### src/rtl/hfrv_mem_arbiter_if.sv
// Request/response bundle for one master of the HF-RISC memory arbiter.
// The master drives the request side; the arbiter drives grant and read return.
interface hfrv_mem_arbiter_if #(
    parameter int ADDR_WIDTH = 32,
    parameter int DATA_WIDTH = 32
);
    logic                    req;
    logic [ADDR_WIDTH-1:0]   addr;
    logic [DATA_WIDTH-1:0]   wdata;
    logic [DATA_WIDTH/8-1:0] we;
    logic                    gnt;
    logic                    rvalid;
    logic [DATA_WIDTH-1:0]   rdata;

    modport master (output req, addr, wdata, we, input gnt, rvalid, rdata);
    modport slave  (input req, addr, wdata, we, output gnt, rvalid, rdata);
endinterface

### src/rtl/hfrv_mem_arbiter.sv
// Two-master round-robin arbiter with bounded burst lock in front of the
// single-port HF-RISC SRAM; read data is steered back by an owner-tag pipeline.
module hfrv_mem_arbiter #(
    parameter int ADDR_WIDTH  = 32,
    parameter int DATA_WIDTH  = 32,
    parameter int MEM_LATENCY = 1,
    parameter int MAX_BURST   = 4
) (
    input  logic                    clk,
    input  logic                    reset_n,
    hfrv_mem_arbiter_if.slave       m0,
    hfrv_mem_arbiter_if.slave       m1,
    output logic                    mem_en,
    output logic [ADDR_WIDTH-1:0]   mem_addr,
    output logic [DATA_WIDTH-1:0]   mem_wdata,
    output logic [DATA_WIDTH/8-1:0] mem_we,
    input  logic [DATA_WIDTH-1:0]   mem_rdata
);
    localparam logic [3:0] BURST_LIM = 4'(MAX_BURST - 1);

    typedef enum logic [1:0] {IDLE, OWN0, OWN1} state_t;

    state_t     state, state_nxt;
    logic [3:0] burst_cnt, burst_nxt, burst_inc;
    logic       last_owner;
    logic       gnt0, gnt1;
    logic       push_vld;
    logic       rv0, rv1;
    logic [DATA_WIDTH-1:0] hold0, hold1;
    logic [MEM_LATENCY:1]  vld_pipe, own_pipe;

    assign burst_inc = (burst_cnt == BURST_LIM) ? burst_cnt : burst_cnt + 4'd1;

    // Grants are held low while reset is asserted so nothing reaches memory.
    always_comb begin
        gnt0      = 1'b0;
        gnt1      = 1'b0;
        state_nxt = IDLE;
        burst_nxt = 4'd0;
        if (reset_n) begin
            if (m0.req && m1.req) begin
                case (state)
                    OWN0:    if (burst_cnt < BURST_LIM) gnt0 = 1'b1; else gnt1 = 1'b1;
                    OWN1:    if (burst_cnt < BURST_LIM) gnt1 = 1'b1; else gnt0 = 1'b1;
                    default: if (last_owner) gnt0 = 1'b1; else gnt1 = 1'b1;
                endcase
            end else begin
                gnt0 = m0.req;
                gnt1 = m1.req;
            end
        end
        if (gnt0) begin
            state_nxt = OWN0;
            burst_nxt = (state == OWN0) ? burst_inc : 4'd0;
        end else if (gnt1) begin
            state_nxt = OWN1;
            burst_nxt = (state == OWN1) ? burst_inc : 4'd0;
        end
    end

    always_ff @(posedge clk or negedge reset_n) begin
        if (!reset_n) begin
            state      <= IDLE;
            burst_cnt  <= 4'd0;
            last_owner <= 1'b1;
        end else begin
            state     <= state_nxt;
            burst_cnt <= burst_nxt;
            if (gnt0 || gnt1) last_owner <= gnt1;
        end
    end

    assign m0.gnt = gnt0;
    assign m1.gnt = gnt1;
    assign mem_en = gnt0 | gnt1;

    always_comb begin
        mem_addr  = '0;
        mem_wdata = '0;
        mem_we    = '0;
        if (gnt0) begin
            mem_addr  = m0.addr;
            mem_wdata = m0.wdata;
            mem_we    = m0.we;
        end else if (gnt1) begin
            mem_addr  = m1.addr;
            mem_wdata = m1.wdata;
            mem_we    = m1.we;
        end
    end

    // Stage 1 is loaded at acceptance; the last stage lines up with mem_rdata.
    assign push_vld = (gnt0 && m0.we == '0) || (gnt1 && m1.we == '0);

    always_ff @(posedge clk or negedge reset_n) begin
        if (!reset_n) begin
            vld_pipe <= '0;
            own_pipe <= '0;
        end else begin
            vld_pipe[1] <= push_vld;
            own_pipe[1] <= gnt1;
            for (int i = 2; i <= MEM_LATENCY; i++) begin
                vld_pipe[i] <= vld_pipe[i-1];
                own_pipe[i] <= own_pipe[i-1];
            end
        end
    end

    assign rv0 = vld_pipe[MEM_LATENCY] & ~own_pipe[MEM_LATENCY];
    assign rv1 = vld_pipe[MEM_LATENCY] &  own_pipe[MEM_LATENCY];

    always_ff @(posedge clk or negedge reset_n) begin
        if (!reset_n) begin
            hold0 <= '0;
            hold1 <= '0;
        end else begin
            if (rv0) hold0 <= mem_rdata;
            if (rv1) hold1 <= mem_rdata;
        end
    end

    // Owner sees memory data on its return cycle; otherwise its last value.
    assign m0.rvalid = rv0;
    assign m1.rvalid = rv1;
    assign m0.rdata  = rv0 ? mem_rdata : hold0;
    assign m1.rdata  = rv1 ? mem_rdata : hold1;
endmodule

### src/flat_wrapper.sv
// flat-port wrapper written by rule: the top's interface ports become plain ports
module hfrv_mem_arbiter_flat 
#(
    parameter int ADDR_WIDTH  = 32,
    parameter int DATA_WIDTH  = 32,
    parameter int MEM_LATENCY = 1,
    parameter int MAX_BURST   = 4
)
  (clk, reset_n, mem_en, mem_addr, mem_wdata, mem_we, mem_rdata, m0_req, m0_addr, m0_wdata, m0_we, m0_gnt, m0_rvalid, m0_rdata, m1_req, m1_addr, m1_wdata, m1_we, m1_gnt, m1_rvalid, m1_rdata);
  hfrv_mem_arbiter_if #(.ADDR_WIDTH(ADDR_WIDTH), .DATA_WIDTH(DATA_WIDTH)) m0_i ();
  hfrv_mem_arbiter_if #(.ADDR_WIDTH(ADDR_WIDTH), .DATA_WIDTH(DATA_WIDTH)) m1_i ();
  input  logic clk;
  input  logic reset_n;
  output logic mem_en;
  output logic [ADDR_WIDTH-1:0] mem_addr;
  output logic [DATA_WIDTH-1:0] mem_wdata;
  output logic [DATA_WIDTH/8-1:0] mem_we;
  input  logic [DATA_WIDTH-1:0] mem_rdata;
  input wire logic [$bits(m0_i.req)-1:0] m0_req;
  input wire logic [$bits(m0_i.addr)-1:0] m0_addr;
  input wire logic [$bits(m0_i.wdata)-1:0] m0_wdata;
  input wire logic [$bits(m0_i.we)-1:0] m0_we;
  output wire logic [$bits(m0_i.gnt)-1:0] m0_gnt;
  output wire logic [$bits(m0_i.rvalid)-1:0] m0_rvalid;
  output wire logic [$bits(m0_i.rdata)-1:0] m0_rdata;
  input wire logic [$bits(m1_i.req)-1:0] m1_req;
  input wire logic [$bits(m1_i.addr)-1:0] m1_addr;
  input wire logic [$bits(m1_i.wdata)-1:0] m1_wdata;
  input wire logic [$bits(m1_i.we)-1:0] m1_we;
  output wire logic [$bits(m1_i.gnt)-1:0] m1_gnt;
  output wire logic [$bits(m1_i.rvalid)-1:0] m1_rvalid;
  output wire logic [$bits(m1_i.rdata)-1:0] m1_rdata;
  assign m0_i.req = m0_req;
  assign m0_i.addr = m0_addr;
  assign m0_i.wdata = m0_wdata;
  assign m0_i.we = m0_we;
  assign m0_gnt = m0_i.gnt;
  assign m0_rvalid = m0_i.rvalid;
  assign m0_rdata = m0_i.rdata;
  assign m1_i.req = m1_req;
  assign m1_i.addr = m1_addr;
  assign m1_i.wdata = m1_wdata;
  assign m1_i.we = m1_we;
  assign m1_gnt = m1_i.gnt;
  assign m1_rvalid = m1_i.rvalid;
  assign m1_rdata = m1_i.rdata;
  hfrv_mem_arbiter #(.ADDR_WIDTH(ADDR_WIDTH), .DATA_WIDTH(DATA_WIDTH), .MEM_LATENCY(MEM_LATENCY), .MAX_BURST(MAX_BURST)) u_core (.clk(clk), .reset_n(reset_n), .m0(m0_i), .m1(m1_i), .mem_en(mem_en), .mem_addr(mem_addr), .mem_wdata(mem_wdata), .mem_we(mem_we), .mem_rdata(mem_rdata));
endmodule
### config.mk
export PLATFORM = sky130hd
export DESIGN_NAME = hfrv_mem_arbiter_flat
export DESIGN_NICKNAME = d
export VERILOG_FILES = /design/src/rtl/hfrv_mem_arbiter_if.sv /design/src/rtl/hfrv_mem_arbiter.sv /design/src/flat_wrapper.sv
export SDC_FILE = /design/constraint.sdc
export NUM_CORES = 1
export LEC_CHECK = 0
export ABC_AREA = 1
export CAP_MARGIN = 20
export CORE_AREA = 2 2 161 84
export CTS_BUF_LIST = sky130_fd_sc_hd__clkbuf_8
export DETAILED_ROUTE_END_ITERATION = 16
export DIE_AREA = 0 0 163 86
export PLACE_DENSITY = 0.81
export SLEW_MARGIN = 20
export SYNTH_ARGS = -nofsm -noshare
export SYNTH_HDL_FRONTEND = slang
export SYNTH_SLANG_ARGS = --single-unit
export TNS_END_PERCENT = 1
### constraint.sdc
create_clock -name clk -period 2.6 [get_ports clk]
set_clock_uncertainty 0.05 [all_clocks]
set_input_delay 0.65 -clock clk [delete_from_list [all_inputs] [get_ports clk]]
set_output_delay 0.65 -clock clk [all_outputs]
set_load 0.05 [all_outputs]
==> flow_summary.rst, run 1 <==
.. list-table::
   :header-rows: 1

   * - Metric
     - Value
   * - Run status
     - finished with violations
   * - Violated checks
     - negative setup slack
   * - Sum of net half-perimeters after detailed placement
     - 14800 um
   * - Number of cells after detailed placement
     - 1182
   * - Global-route track usage on met2
     - 0.565
   * - Layout cell share with drive strength beyond 1
     - 0.372
   * - Aggregate global routing overflow
     - 0
   * - Average routed wire per standard cell
     - 17.6 um
   * - Post-synth net total
     - 875
   * - Post-route DRC violation count
     - 0
   * - CP max-delay cell
     - dfrtp_1
   * - Met1 global-route usage
     - 0.321
   * - Skew-Pair Late Insertion Delay
     - 0.36 ns
   * - Utilization after layout
     - 0.829
   * - Power per Cell Area
     - 684 nW/um2
   * - Router iterations before antenna repair
     - 5
   * - Avg Synthesized Cell Area
     - 6.57 um2
   * - Routed wire length
     - 21300 um
   * - Pint
     - 4070 uW
   * - Clock H-tree levels
     - 3
   * - Final worst-path setup slack
     - -0.316 ns
   * - Post-placement cell area
     - 9600 um2
   * - Max Clock Freq
     - 343 MHz
   * - Clock tree from TritonCTS
     - done
   * - Antenna violations before repair
     - 0
   * - Pin count of the biggest net entering global routing
     - 74
   * - Post-Syn Area
     - 4600 um2
   * - Worst reg-to-reg setup slack
     - 0.83 ns
   * - Critical Path Sink Type
     - output pin
   * - Path type of the worst setup path
     - reg -> out
   * - Number of standard cells in the layout, taps in and fillers out
     - 1214
   * - Finish-stage setup viols
     - 72
   * - Num Clock Sinks
     - 73
   * - Post-route ant nets
     - 0
   * - Gate count after technology mapping
     - 700
   * - Buffers and inverters on the worst path
     - 4
   * - Starting utilization of the core area
     - 0.367
   * - Net load switching power
     - 3030 uW
   * - Diode count
     - 0
   * - Via count
     - 6007
   * - Slew at the pin closest to its max-slew limit
     - 0.917 ns
   * - Count of routing violations after the opening detailed-route iteration
     - 451
   * - Final min period
     - 2.92 ns
   * - Layout area overhead
     - 126%
   * - Sw Ratio
     - 0.426
   * - Overall power of the completed layout
     - 7100 uW
   * - Global-route wire length before repair
     - 32300 um
   * - Highest-utilization routing layer at the global route stage
     - met2
   * - Clock Tree Buf Depth
     - 2
   * - Placer Congestion
     - 0.893
   * - Proportion of power drawn by the clock network
     - 0.140
   * - Number of nets in the layout
     - 1214
   * - Setup_tns
     - -15.98 ns
   * - Maximum VDD drop
     - 0.000551 V
   * - Fin crit share
     - 1.12
   * - Sequential cell area fraction in the yosys report
     - 0.398
   * - Launching element type of the critical path
     - flip-flop
   * - Leakage power
     - 0.00515 uW
   * - Peak per-stage delay on the critical path
     - 0.40 ns
   * - Hold/Removal Path Class
     - reg -> reg
   * - Final count of pins violating max slew
     - 0
   * - Final Hold Vio Count
     - 0
   * - Overall die height
     - 86 um
   * - Post-detailed-route via-to-cell ratio
     - 4.95
   * - Total die area
     - 14000 um2
   * - Worst endpoint required time
     - 1.90 ns
   * - Die Wd
     - 163 um
   * - Reg power frac
     - 0.212
   * - Site row count
     - 29
   * - Met3 track demand over resource in global routing
     - 0.0585
   * - Kind of cell adding the most delay to the critical path
     - simple AND/OR/NAND/NOR gates
   * - Input/output buffers
     - 308
   * - Buffer type at the clock tree root
     - clkbuf_8
   * - Combinational power share
     - 0.648
   * - Flip-flop and latch count after synthesis
     - 73
   * - Total I/O pin count
     - 309
   * - Synth warnings
     - 0
   * - Number of buffers created by CTS
     - 9
   * - Max capacitance violation total
     - 0
   * - Total routing usage reported by global routing
     - 0.297
   * - Critical-path maximum fanout
     - 14
   * - Via count of the first global-routing pass
     - 6155
   * - Clock-pin slew reported for the worst setup and hold paths after clock tree synthesis
     - 0.08 ns
   * - Number of distinct library cells after synthesis
     - 23
   * - Sequence of cells on the critical path
     - ha_2 -> inv_2 -> nand2_2 -> nand2_1 -> nand3_1 -> nand2_2 -> nand2_4 -> buf_12 -> buf_12 -> nor2_2 -> nand2_1 -> nand2_2 -> buf_12
   * - CTS Hold Buffers Added
     - 0
   * - Unrepaired setup endpoints after global routing
     - true
   * - Relative slew margins
     - 0.389
   * - Core Footprint
     - 12500 um2
   * - Post-layout instance area
     - 10400 um2
   * - Arrival time at the worst endpoint
     - 2.22 ns
[cells in the mapped netlist]
cell,count,share of area
nand2_1,227,0.19
inv_1,115,0.094
nand3_1,80,0.087
dfrtp_1,72,0.39
o21ai_0,65,0.071
nor2_1,53,0.043
nor2_2,25,0.034
clkbuf_1,20,0.016
buf_2,12,0.013
buf_6,11,0.027
ha_1,3,0.0082
nand2_2,3,0.0041
buf_4,2,0.0033
inv_2,2,0.0016
nand4_1,2,0.0027
a21boi_0,1,0.0016
dfstp_2,1,0.0057
nor2_4,1,0.0025
nor4_1,1,0.0014
o211ai_1,1,0.0016
o21ai_1,1,0.0011
or2_2,1,0.0014
xor2_1,1,0.0019
[sequential cells by signal, summed over array words and instances (netlist names)]
signal and flops:
u_core.own_pipe 1, u_core.state 2, u_core.vld_pipe 1, u_core.burst_cnt 4, u_core.hold1 32, u_core.last_owner 1, u_core.hold0 32
[worst paths after layout]
check | start | endpoint | cells after the start
min in group asynchronous | reset_n | u_core.burst_cnt[1] | 2
worst max-delay path | u_core.burst_cnt[1] | mem_we[1] | 13
worst max register to register | u_core.state[0] | u_core.burst_cnt[0] | 11
worst min register to register | u_core.hold0[17] | u_core.hold0[17] | 2
max in group asynchronous | reset_n | u_core.state[1] | 2
worst min-delay path | u_core.hold0[17] | u_core.hold0[17] | 2
[power by group through the flow]
stage	sequential (uW)	clock, uW	combinational [uW]
after detailed placement	1520	0	4420
after global placement	1500	0	4330
final	1510	994	4590
after global routing	1530	1050	4760
after floorplan	1500	0	2050
after CTS	1500	1000	4560
[what timing repair did]
| item | CTS | global route |
|---|---|---|
| cloned | 3 | 1 |
| gates resized for setup | 98 | 33 |
| pin swaps | 13 | 17 |
| setup endpoints to repair | 75 | 109 |
| buffers inserted | 12 | 0 |
[per-layer routing]
metal  vias up  part of all wire
li1       2787                 -
met1      2820              0.35
met2       311              0.54
met3        89             0.061
met4         0             0.049
met5         -                 0
[final cells by class]
class	instances	area [um2]
multi-input cells	465	2480
well taps	170	213
fillers	658	2140
clock buffers	9	124
clock inverters	7	96.3
flip-flops and latches	73	1830
inverters	117	442
repair buffers	373	5190
[worst min-delay path, stage by stage (launching register included)]
cell	delay, ns
dfrtp_1	0.33
nand2_1	0.06
o21ai_2	0.08
[through the flow]
| step | setup WS [ns] | hold slack (ns) |
|---|---|---|
| after floorplan | -0.0348 | 0.304 |
| after global placement | -0.202 | 0.402 |
| after detailed placement | -0.263 | 0.428 |
| after CTS | -0.220 | 0.436 |
| after global routing | -0.376 | 0.480 |
| final | -0.316 | 0.460 |
[cell usage in the layout (no fill, tap or decap), drive strengths merged]
cell type,Yosys,final
clkinvlp,0,2
xor2,1,1
nor4,1,1
a21boi,1,1
or2,1,1
nand2,230,230
nand3,80,80
dfrtp,72,72
clkbuf,20,10
dlygate4sd2,0,1
buf,25,201
clkdlybuf4s50,0,170
nor2,79,79
bufinv,0,2
o211ai,1,1
inv,117,118
clkinv,0,2
o21ai,66,66
ha,3,3
dfstp,1,1
nand4,2,2
[logic make-up (layout without fill, tap and decap cells)]
| kind of cell | after synthesis | after routing | synth area share |
|---|---|---|---|
| buffers and inverters | 162 | 506 | 0.155 |
| AND/OR/NAND/NOR | 393 | 393 | 0.362 |
| flip-flops | 73 | 73 | 0.398 |
| AO/OA/AOI/OAI | 68 | 68 | 0.0751 |
| XOR/XNOR | 1 | 1 | 0.00191 |
| adder cells (fa/ha/maj) | 3 | 3 | 0.00817 |
No activity file was read; power rests on OpenSTA's default activity.
==> inputs of run 2 (changes only) <==
==> constraint.sdc (replaced) <==
create_clock -name clk -period 2.7 [get_ports clk]
set_clock_uncertainty 0.05 [all_clocks]
set_input_delay 0.675 -clock clk [delete_from_list [all_inputs] [get_ports clk]]
set_output_delay 0.675 -clock clk [all_outputs]
set_load 0.05 [all_outputs]
==> flow_summary.rst, run 2 (synthesis results as in run 1) <==
.. list-table::
   :header-rows: 1

   * - Metric
     - Value
   * - Cell repeated most along the worst path
     - nand2_2
   * - Worst reg2reg path depth
     - 9 (-2)
   * - Final min period
     - 2.86 ns
   * - Routed wire length
     - 22400 um (+5.1%)
   * - Beginning of the worst register-to-register path
     - u_core.state[1]
   * - Clock H-tree levels
     - 3 (unchanged)
   * - Starting utilization of the core area
     - 0.367 (unchanged)
   * - Slew at the pin closest to its max-slew limit
     - 0.923 ns (+0.00662 ns)
   * - Core Footprint
     - 12500 um2 (unchanged)
   * - Unrepaired setup endpoints after global routing
     - true
   * - Via count
     - 6062 (+0.92%)
   * - Leakage power
     - 0.00518 uW (+0.55%)
   * - Critical R2R Capture
     - u_core.state[1]
   * - Clock Tree Buf Depth
     - 2 (unchanged)
   * - Overall power of the completed layout
     - 6790 uW (-4.3%)
   * - Critical-path maximum fanout
     - 12 (-2)
   * - Maximum VDD drop
     - 0.000484 V (-12%)
   * - Finish-stage setup viols
     - 70 (-2.8%)
   * - Critical path depth
     - 12 (-1)
   * - Input/output buffers
     - 308 (unchanged)
   * - Post-detailed-route via-to-cell ratio
     - 5.06 (+2.3%)
   * - Kind of cell adding the most delay to the critical path
     - simple AND/OR/NAND/NOR gates
   * - Clock tree from TritonCTS
     - done
   * - Endpoint of the worst hold path
     - u_core.hold0[19]
   * - Overall die height
     - 86 um (unchanged)
   * - CP max-delay cell
     - dfrtp_1
   * - Hold path start
     - u_core.hold0[19]
   * - Final Hold Vio Count
     - 0 (unchanged)
   * - Die Wd
     - 163 um (unchanged)
   * - Antenna violations before repair
     - 0 (unchanged)
   * - Hold/Removal Path Class
     - reg -> reg
   * - Peak per-stage delay on the critical path
     - 0.40 ns (about the same)
   * - Path type of the worst setup path
     - reg -> out
   * - Relative slew margins
     - 0.384 (-0.00441)
   * - Worst slack at placement
     - -0.160 ns (+0.102 ns)
   * - Run status
     - finished with violations
   * - Arrival time at the worst endpoint
     - 2.13 ns (-0.09 ns)
   * - Num Clock Sinks
     - 73 (unchanged)
   * - Final worst-path setup slack
     - -0.159 ns (+0.156 ns)
   * - Fin crit share
     - 1.06
   * - Number of nets in the layout
     - 1198 (-1.3%)
   * - Router iterations before antenna repair
     - 5 (unchanged)
   * - Placer Congestion
     - 0.907 (+1.5%)
   * - Via count of the first global-routing pass
     - 5874 (-4.6%)
   * - Worst hold slack after final layout
     - 0.462 ns (+0.00157 ns)
   * - Max capacitance violation total
     - 0 (unchanged)
   * - Pin count of the biggest net entering global routing
     - 74 (unchanged)
   * - Buffer type at the clock tree root
     - clkbuf_8
   * - Power per Cell Area
     - 640 nW/um2 (-6.4%)
   * - Site row count
     - 29 (unchanged)
   * - Highest-count cells in the layout ignoring fill and taps
     - 169 x clkdlybuf4s50_1, 150 x buf_12, 148 x nand2_1
   * - Sequence of cells on the critical path
     - ha_2 -> inv_2 -> nand2_2 -> nand2_2 -> nand3_2 -> nand2_4 -> nand2_8 -> buf_12 -> nor2_1 -> nand2_2 -> nand2_2 -> buf_12
   * - Critical Path Sink Type
     - output pin
   * - Sum of net half-perimeters after detailed placement
     - 14300 um (-3.5%)
   * - Most frequent standard cell in the layout excluding fill and tap cells
     - clkdlybuf4s50_1
   * - Buffers and inverters on the worst path
     - 3 (-1)
   * - Average routed wire per standard cell
     - 18.7 um (+6.5%)
   * - Max Clock Freq
     - 350 MHz
   * - Largest registers
     - u_core.hold0 (32), u_core.hold1 (32), u_core.burst_cnt (4)
   * - Diode count
     - 0 (unchanged)
   * - Layout cell share with drive strength beyond 1
     - 0.397 (+0.0252)
   * - Layout area overhead
     - 131%
   * - Global-route wire length before repair
     - 30200 um (-6.5%)
   * - Count of routing violations after the opening detailed-route iteration
     - 533 (+18%)
   * - Skew-Pair Late Insertion Delay
     - 0.34 ns (-0.02 ns)
   * - Number of buffers created by CTS
     - 9 (unchanged)
   * - Post-layout instance area
     - 10600 um2 (+2.2%)
   * - Post-placement cell area
     - 9440 um2 (-1.6%)
   * - Total die area
     - 14000 um2 (unchanged)
   * - Final count of pins violating max slew
     - 0 (unchanged)
   * - Total I/O pin count
     - 309 (unchanged)
   * - Launching element type of the critical path
     - flip-flop
   * - Aggregate global routing overflow
     - 0 (unchanged)
   * - Worst reg-to-reg setup slack
     - 0.90 ns (+0.07 ns)
   * - Violated checks
     - negative setup slack
   * - Post-route ant nets
     - 0 (unchanged)
   * - Clock-pin slew reported for the worst setup and hold paths after clock tree synthesis
     - 0.08 ns (about the same)
   * - Total routing usage reported by global routing
     - 0.275 (-0.0224)
   * - Post-route DRC violation count
     - 0 (unchanged)
   * - Worst endpoint required time
     - 1.98 ns (+0.08 ns)
   * - Hold path cells
     - 2 (unchanged)
run 2: cell types whose count changed in the layout (fill, tap and decap cells not counted), sizes merged:
| cell | delta |
|---|---|
| clkdlybuf4s50 | -1 |
| bufinv | -1 |
| dlymetal6s2s | +1 |
| inv | +1 |
| clkbuf | +9 |
| buf | -26 |
| nand2 | +1 |
run 2: final cells by class:
class | instances | area [um2]
inverters | 117 | 442
multi-input cells | 466 | 2740
well taps | 170 | 213
clock buffers | 9 | 124
fillers | 620 | 1910
flip-flops and latches | 73 | 1830
clock inverters | 7 | 71.3
repair buffers | 356 | 5190
run 2: where the power goes:
part / internal (uW) / switching (uW) / leakage [uW]
Sequential: 1360 / 88.3 / 0.000806
Combinational: 2040 / 2460 / 0.00428
Clock: 426 / 409 / 0.0000970
run 2: metrics by stage:
stage / utilization / instances / setup TNS [ns]
after floorplan: - / 700 / 0
after global placement: 0.754 / 1161 / -8.11
after detailed placement: 0.754 / 1161 / -8.00
after CTS: 0.803 / 1185 / -5.47
after global routing: 0.847 / 1198 / -12.85
final: 0.847 / 1198 / -7.09
run 2: worst max path at each step:
stage,start,endpoint
3_5_place_dp,m0_req,mem_wdata[7]
6_report,u_core.burst_cnt[0],mem_wdata[3]
3_3_place_gp,m0_req,mem_addr[31]
4_1_cts,u_core.burst_cnt[1],mem_wdata[0]
2_1_floorplan,u_core.own_pipe,m1_rdata[0]
5_1_grt,u_core.burst_cnt[0],mem_wdata[3]
run 2: repair_timing:
action / CTS / global route
endpoints found under the setup margin: 71 / 81
gates cloned: 2 / 13
gates resized for setup: 103 / 80
hold buffers: 0 / 0
endpoints found under the hold margin: 0 / 0
setup buffers: 6 / 2
pin swaps: 37 / 33
run 2: worst reg2reg max path: cells and delay by family, from the launching register on:
family / cells / cell delay (ns)
adder cells (fa/ha/maj): 1 / 0.31
buffers and inverters: 3 / 0.42
flip-flops: 1 / 0.42
AND/OR/NAND/NOR: 5 / 0.48
run 2: routing by layer:
metal	vias up	track usage	wire length [um]
met2	321	0.520	11800
met4	0	0.129	1340
met1	2861	0.301	8020
met5	-	0	0
met3	107	0.0508	1290
li1	2773	-	-
